<file path="src/rtl/sig_chk_pkg.sv">
// Shared definitions for the multiplier signature checker and its MISR compactor.
// MISR constants are also used by mult_block's compactor.
package sig_chk_pkg;

  localparam int          SIG_W_DEF     = 16;
  localparam logic [15:0] MISR_POLY_DEF = 16'h1021;
  localparam logic [15:0] MISR_SEED_DEF = 16'hFFFF;

  typedef enum logic [2:0] {
    IDLE  = 3'd0,
    LOAD  = 3'd1,
    RUN   = 3'd2,
    CHECK = 3'd3,
    DONE  = 3'd4
  } state_t;

endpackage

</file>
<file path="src/rtl/sig_misr.sv">
// One-step MISR: shift left, fold in POLY when the msb falls out, xor in the sample.
// seed_load has priority over en.
module sig_misr
  import sig_chk_pkg::*;
#(
  parameter int               SIG_W = SIG_W_DEF,
  parameter logic [SIG_W-1:0] POLY  = MISR_POLY_DEF,
  parameter logic [SIG_W-1:0] SEED  = MISR_SEED_DEF
) (
  input  logic             clk,
  input  logic             reset,
  input  logic             en,
  input  logic             seed_load,
  input  logic [SIG_W-1:0] data,
  output logic [SIG_W-1:0] misr
);

  logic [SIG_W-1:0] misr_nxt;

  assign misr_nxt = {misr[SIG_W-2:0], 1'b0} ^ (misr[SIG_W-1] ? POLY : '0) ^ data;

  always_ff @(posedge clk) begin
    if (!reset) begin
      misr <= SEED;
    end else if (seed_load) begin
      misr <= SEED;
    end else if (en) begin
      misr <= misr_nxt;
    end
  end

endmodule

</file>
<file path="config.mk">
export PLATFORM = sky130hd
export DESIGN_NAME = sig_misr
export DESIGN_NICKNAME = d
export VERILOG_FILES = /design/src/rtl/sig_chk_pkg.sv /design/src/rtl/sig_misr.sv
export SDC_FILE = /design/constraint.sdc
export NUM_CORES = 1
export LEC_CHECK = 0
export ABC_AREA = 1
export CAP_MARGIN = 15
export CORE_MARGIN = 2
export CORE_UTILIZATION = 34
export CTS_CLUSTER_SIZE = 12
export DETAILED_ROUTE_END_ITERATION = 10
export DONT_BUFFER_PORTS = 1
export PLACE_DENSITY_LB_ADDON = 0.12
export SYNTH_ARGS = -nofsm -noshare
export SYNTH_HDL_FRONTEND = slang
export SYNTH_SLANG_ARGS = --single-unit
</file>
<file path="constraint.sdc">
create_clock -name clk -period 0.8 [get_ports clk]
set_input_delay 0.08 -clock clk [delete_from_list [all_inputs] [get_ports clk]]
set_output_delay 0.08 -clock clk [all_outputs]
set_load 0.005 [all_outputs]
</file>
# After elaboration in Yosys (flattened, before gate mapping)
# Cells that the tools add are included.
[op_classes] n_reduce_logical=1 muxes=1 bitwise=3
[op_table] operator="$xor A16 B13 Y16" count=1
[op_table] operator="$xor A16 B16 Y16" count=1
[op_table] operator="$mux W13" count=1
[op_table] operator="$reduce_or A2 Y1" count=1
[op_table] operator="$not A1 Y1" count=1
[totals] regBits=16 wordCells=6 in_bits=20 out_inout_bits=16

# Depth between registers and ports, before layout
# Gate-level depths: netlist of the first run.
[logic_depth] depth_word=3 depth_mapped=5

# Worst setup path after synthesis of the first run
# Ideal clock, no wire load.
[synth_timing] kind="register to register" start="register misr[15]" end="register misr[12]" period_less_slack_ns=0.864 setup_slack_ns=-0.064 n_path_buf=0 stages_incl_launch_ff=6 t_arrival_ns=0.749 required_time_ns=0.685 cell_sequence="dfxtp_1 -> inv_1 -> nand2_1 -> nand3_1 -> nand3_1 -> nand2_1"
[synth_via] elab_chain_len=3
[synth_rtl] element="start, declared" line="sig_misr.sv:15" text="output logic [SIG_W-1:0] misr"
[synth_rtl] element="start signal, assigned" line="sig_misr.sv:28" text="misr <= misr_nxt;"
[synth_rtl] element="$mux W13" line="sig_misr.sv:20" text="assign misr_nxt = {misr[SIG_W-2:0], 1'b0} ^ (misr[SIG_W-1] ? POLY : '0) ^ data;"
[synth_rtl] element="$xor A16 B13 Y16" line="sig_misr.sv:20"
[synth_rtl] element="$xor A16 B16 Y16" line="sig_misr.sv:20"
# No other way between the ends.
# A chain may end at the register's enable or synchronous reset.

# Final worst setup path of the first run
[layout_timing] start="register misr[15]" end="output port misr[15]"
# No word-level cell between the ends.

==> results of run 1 <==
metrics by stage:
stage,power (mW),hold slack (ns),TNS (ns),utilization
after floorplan,1.04,0.187,0,-
after global placement,1.09,0.190,-0.00356,0.381
after detailed placement,1.09,0.193,-0.0251,0.381
after CTS,1.69,0.00278,-0.111,0.478
after global routing,1.79,0.0343,-0.336,0.487
final,1.68,0.00473,-0.0758,0.487
power by group:
group | internal, mW | leakage, nW | switching, mW
Clock | 0.277 | 0.0210 | 0.241
Combinational | 0.147 | 0.252 | 0.129
Sequential | 0.838 | 0.126 | 0.0480
logic make-up after synthesis:
logic type / Yosys count / synth area share
flip-flops: 16 / 0.418
AO/OA/AOI/OAI: 44 / 0.341
buffers and inverters: 10 / 0.0719
AND/OR/NAND/NOR: 31 / 0.168
tightest hold or removal path, cell delays in order:
cell     delay [ns]
a21oi_1        0.04
o21ai_1        0.07
nand2_1        0.06
routing by layer:
layer / GRT usage / vias to the layer above / share of wire
li1: - / 395 / -
met1: 0.185 / 334 / 0.44
met2: 0.222 / 17 / 0.49
met3: 0.0380 / 4 / 0.051
met4: 0.0833 / 0 / 0.019
met5: 0 / - / 0
layout make-up:
cell class	count	share of cell area
Inverter	6	0.0213
Sequential cell	16	0.323
Multi-Input combinational cell	75	0.377
Clock buffer	4	0.0344
Tap cell	28	0.0332
Timing Repair Buffer	22	0.211
cell usage in the layout (no fill, tap or decap), types with 2 or more instances in the layout:
master	count
a21oi_1	18
a21oi_2	12
buf_4	4
buf_6	2
clkbuf_4	3
dfxtp_2	14
dlygate4sd3_1	15
inv_1	5
nand2_1	24
nand3_1	5
o21ai_1	12
repair_timing:
action | CTS | global route
setup endpoints to repair | 3 | 23
hold buffers | 15 | 0
gates resized for setup | 5 | 14
endpoints found under the hold margin | 16 | 0
pin swaps | 1 | 0
setup buffers | 1 | 0
how the worst min path moves through the flow:
stage | cells past startpoint | startpoint | end
finish | 3 | data[6] | misr[6]
global route | 3 | data[6] | misr[6]
CTS | 3 | data[6] | misr[6]
detailed placement | 2 | data[10] | misr[10]
global placement | 2 | data[10] | misr[10]
floorplan | 2 | data[15] | misr[15]
==> reports/qor.yml, run 1 <==
worst_pin_slew_ns: 0.322
placed_cells: 131
initial_core_util: 0.353
path_clk_slew_ns: 0.09
worstSetupPathType: "flip-flop to output pin"
overflow: 0
syn_area_per_cell_um2: 7.58
largest_registers: "misr x16"
die_h_um: 51.5
synth-edff-count: 0
powerDensity_nw_per_um2: 1590
cpPeakStageDelay_ns: 0.38
drv_slew: 0
syn-cell-area_um2: 766
cp.buffers_inverters: 1
ioPinCount: 36
synth_seq_cells: 16
detail-route-antenna-nets: 0
post-synth-top-count-cell: "nand2_1"
yosysTopAreaCellShare: 0.418
required_ns: 0.72
finalNetCount: 144
synth_top_area_cell: "dfxtp_1"
gp_congestion: 0.615
hpwl_mm: 1.12
fin_crit_ns: 0.847
timing.rr.end: "misr[12]"
ys_warn_count: 0
rows: 17
avgViaCountPerCell: 4.97
io_buffers: 0
yosysSeqAreaShare: 0.418
rrSetupSlack_ns: 0
antennaDiodeCount: 0
regMostFlops: "misr"
ctsLongestPathBuffers: 2
outcome: "finished with violations"
largest_reg_flops: 16
skew_ns: 0.00364
max_clock_freq_mhz: 1180
rsz0062_at_grt: "yes"
antenna_found_initial: 0
multiInputGateArea_um2: 398
vias: 750
wirelength_mm: 1.74
maxCapViolations: 0
cts_root_buf: "clkbuf_4"
cts_tree: "done"
synth_top_flop_cell: "dfxtp_1"
finalNonFillerCells: 151
cp-endpoint: "misr[15]"
power.leakage_nw: 0.398
clk_latency_ns: 0.28
path_cells: "buf_6"
violations: "negative setup slack"
die_x_um: 51.5
timing.final.ws_setup_ns: -0.0470
h-tree-depth: 1
wire_per_inst_um: 11.5
crit_fanout: 7
area_growth_pct: 37.9
final_hold_viol_count: 0
setup_viol: 4
fill_cells: 232
place_area_um2: 827
grt_max_degree: 17
hp-class: "primary input to flip-flop"
layout-drive-gt1-share: 0.333
post-route-period-util: 1.06
first_pass_iters: 3
synthesis.nets: 121
async_reset_ff_frac: 0
critPathSlowestCell: "dfxtp_4"
synth_commonest_cells: "nand2_1 (24), a21oi_1 (19), dfxtp_1 (16), o21ai_1 (13), a21oi_2 (11)"
synthCells: 101
relSlewSlack: 0.784
grt_pass1_wl_mm: 2.92
endpoint_kind: "output pin"
cp.arrival_ns: 0.77
critical_path.startpoint_type: "flip-flop"
cp_top_family: "flip-flops"
clkSinkCount: 16
dieArea_um2: 2650
setup.worst_path.start: "misr[15]"
synthTopCellsByArea: "dfxtp_1 (42%), a21oi_2 (13%), a21oi_1 (12%)"
numCtsBuffers: 3
worstRegToRegCells: 5
synth_cell_types: 13
pre_cts_ws_ns: -0.0251
worst-path-stages: 1
drtIter0Drc: 2
grt_usage: 0.146
ir_drop_mv: 0.847
r2r-start: "misr[15]"
regArea_um2: 342
first_global_vias: 690
final_area_um2: 1060
coreArea_um2: 2170
drcViolationCount: 0
No activity file was read; power rests on OpenSTA's default activity.
==> run 2: changes to the inputs <==
--- a/config.mk
+++ b/config.mk
@@ -6,9 +6,9 @@
 export NUM_CORES = 1
 export LEC_CHECK = 0
 export ABC_AREA = 1
-export CAP_MARGIN = 15
+export CAP_MARGIN = 20
 export CORE_MARGIN = 2
-export CORE_UTILIZATION = 34
+export CORE_UTILIZATION = 44
 export CTS_CLUSTER_SIZE = 12
 export DETAILED_ROUTE_END_ITERATION = 10
 export DONT_BUFFER_PORTS = 1
==> run 2 against run 1 <==
Net effect: register-to-register slack about the same; the flow still finishes with violations (negative setup slack); worst setup slack improved by 0.011 ns; die area shrank 21%; largest cell class unchanged; design area down 4.1%; first-iteration DRC count rose to 2.5 times the previous value; routed wire length shrank 2.1%; via count rose by 0.13%; sequential power barely moved.
==> reports/qor.yml, run 2 (synthesized netlist as in run 1, its figures left out) <==
initial_core_util: 0.453
post-route-period-util: 1.05
avgViaCountPerCell: 5.48
power_mw: 1.56
clkSinkCount: 16
timing.rr.end: "misr[15]"
ctsLongestPathBuffers: 2
wirelength_mm: 1.70
largest_reg_flops: 16
cp.buffers_inverters: 1
min_path_cells: 3
clk_latency_ns: 0.27
crit_fanout: 6
worstRegToRegCells: 3
hold-path-endpoint: "misr[15]"
setup.worst_path.start: "misr[15]"
die_x_um: 45.7
io_buffers: 0
cts_root_buf: "clkbuf_4"
max_clock_freq_mhz: 1200
vias: 751
die_h_um: 45.7
gp_congestion: 0.643
rsz0062_at_grt: "yes"
grt_pass1_wl_mm: 2.45
regMostFlops: "misr"
rows: 15
min_from: "data[15]"
critPathSlowestCell: "dfxtp_4"
relSlewSlack: 0.786
whs_ns: 0.0313
fill_cells: 155
ioPinCount: 36
violations: "negative setup slack"
layout-drive-gt1-share: 0.308
cp.arrival_ns: 0.76
antennaDiodeCount: 0
r2r-start: "misr[15]"
worstSetupPathType: "flip-flop to output pin"
grt_usage: 0.165
final_hold_viol_count: 0
worst_pin_slew_ns: 0.320
drv_slew: 0
overflow: 0
antenna_found_initial: 0
drcViolationCount: 0
hpwl_mm: 1.12
largest_registers: "misr x16"
timing.final.ws_setup_ns: -0.0364
endpoint_kind: "output pin"
numCtsBuffers: 3
area_growth_pct: 32.2
coreArea_um2: 1690
required_ns: 0.72
maxCapViolations: 0
setup_viol: 4
h-tree-depth: 1
dieArea_um2: 2090
path_clk_slew_ns: 0.09
powerDensity_nw_per_um2: 1540
cp_top_family: "flip-flops"
rrSetupSlack_ns: -0.01
cts_tree: "done"
final_cell_mix: "nand2_1 (24), a21oi_1 (18), dlygate4sd3_1 (15)"
cpPeakStageDelay_ns: 0.37
wire_per_inst_um: 12.4
first_pass_iters: 3
fin_crit_ns: 0.836
finalNetCount: 142
first_global_vias: 607
path_cells: "buf_6"
power.leakage_nw: 0.382
final_common_cell: "nand2_1"
drtIter0Drc: 5
detail-route-antenna-nets: 0
outcome: "finished with violations"
grt_max_degree: 20
hp-class: "primary input to flip-flop"
ir_drop_mv: 1.02
critical_path.startpoint_type: "flip-flop"
skew_ns: 0.000985
run 2: cell count changes in the layout (fill, tap and decap cells not counted):
cell,previous run,this run
dfxtp_2,14,13
buf_4,4,2
clkbuf_8,1,0
dfxtp_1,1,2
run 2: layer usage:
| metal | up-vias | share of wire | global-route usage |
|---|---|---|---|
| li1 | 386 | - | - |
| met1 | 343 | 0.44 | 0.202 |
| met2 | 20 | 0.50 | 0.256 |
| met3 | 2 | 0.050 | 0.0476 |
| met4 | 0 | 0.0070 | 0.0971 |
| met5 | - | 0 | 0 |
run 2: layout make-up:
type / count / area, um2 / area share
inverters: 6 / 22.5 / 0.0222
flip-flops and latches: 16 / 340 / 0.336
well taps: 17 / 21.3 / 0.0210
clock buffers: 3 / 22.5 / 0.0222
multi-input cells: 75 / 398 / 0.393
repair buffers: 20 / 208 / 0.205
run 2: power breakdown:
group	internal (mW)	switching, mW
logic	0.141	0.129
registers	0.837	0.0475
clock network	0.174	0.232
total	1.15	0.408
run 2: worst max path at each step:
stage	endpoint	depth (start not counted)
2_1_floorplan	misr[12]	5
3_3_place_gp	misr[12]	5
3_5_place_dp	misr[12]	5
4_1_cts	misr[15]	1
5_1_grt	misr[12]	5
6_report	misr[15]	1
run 2: what timing repair did:
item                                    CTS  global route
endpoints found under the hold margin    16             0
endpoints found under the setup margin    4            21
gates resized for setup                   6            12
hold buffers                             15             0
buffers inserted                          1             0
pin swaps                                 2             0
run 2: metrics by stage:
step	util	worst slack [ns]	area (um2)	cells	setup TNS (ns)
after floorplan	-	0.0201	767	101	0
after global placement	0.473	0.00659	798	118	0
after detailed placement	0.473	-0.0429	798	118	-0.0429
after CTS	0.590	-0.0438	997	137	-0.101
after global routing	0.599	-0.0692	1010	137	-0.319
final	0.599	-0.0364	1010	137	-0.0693
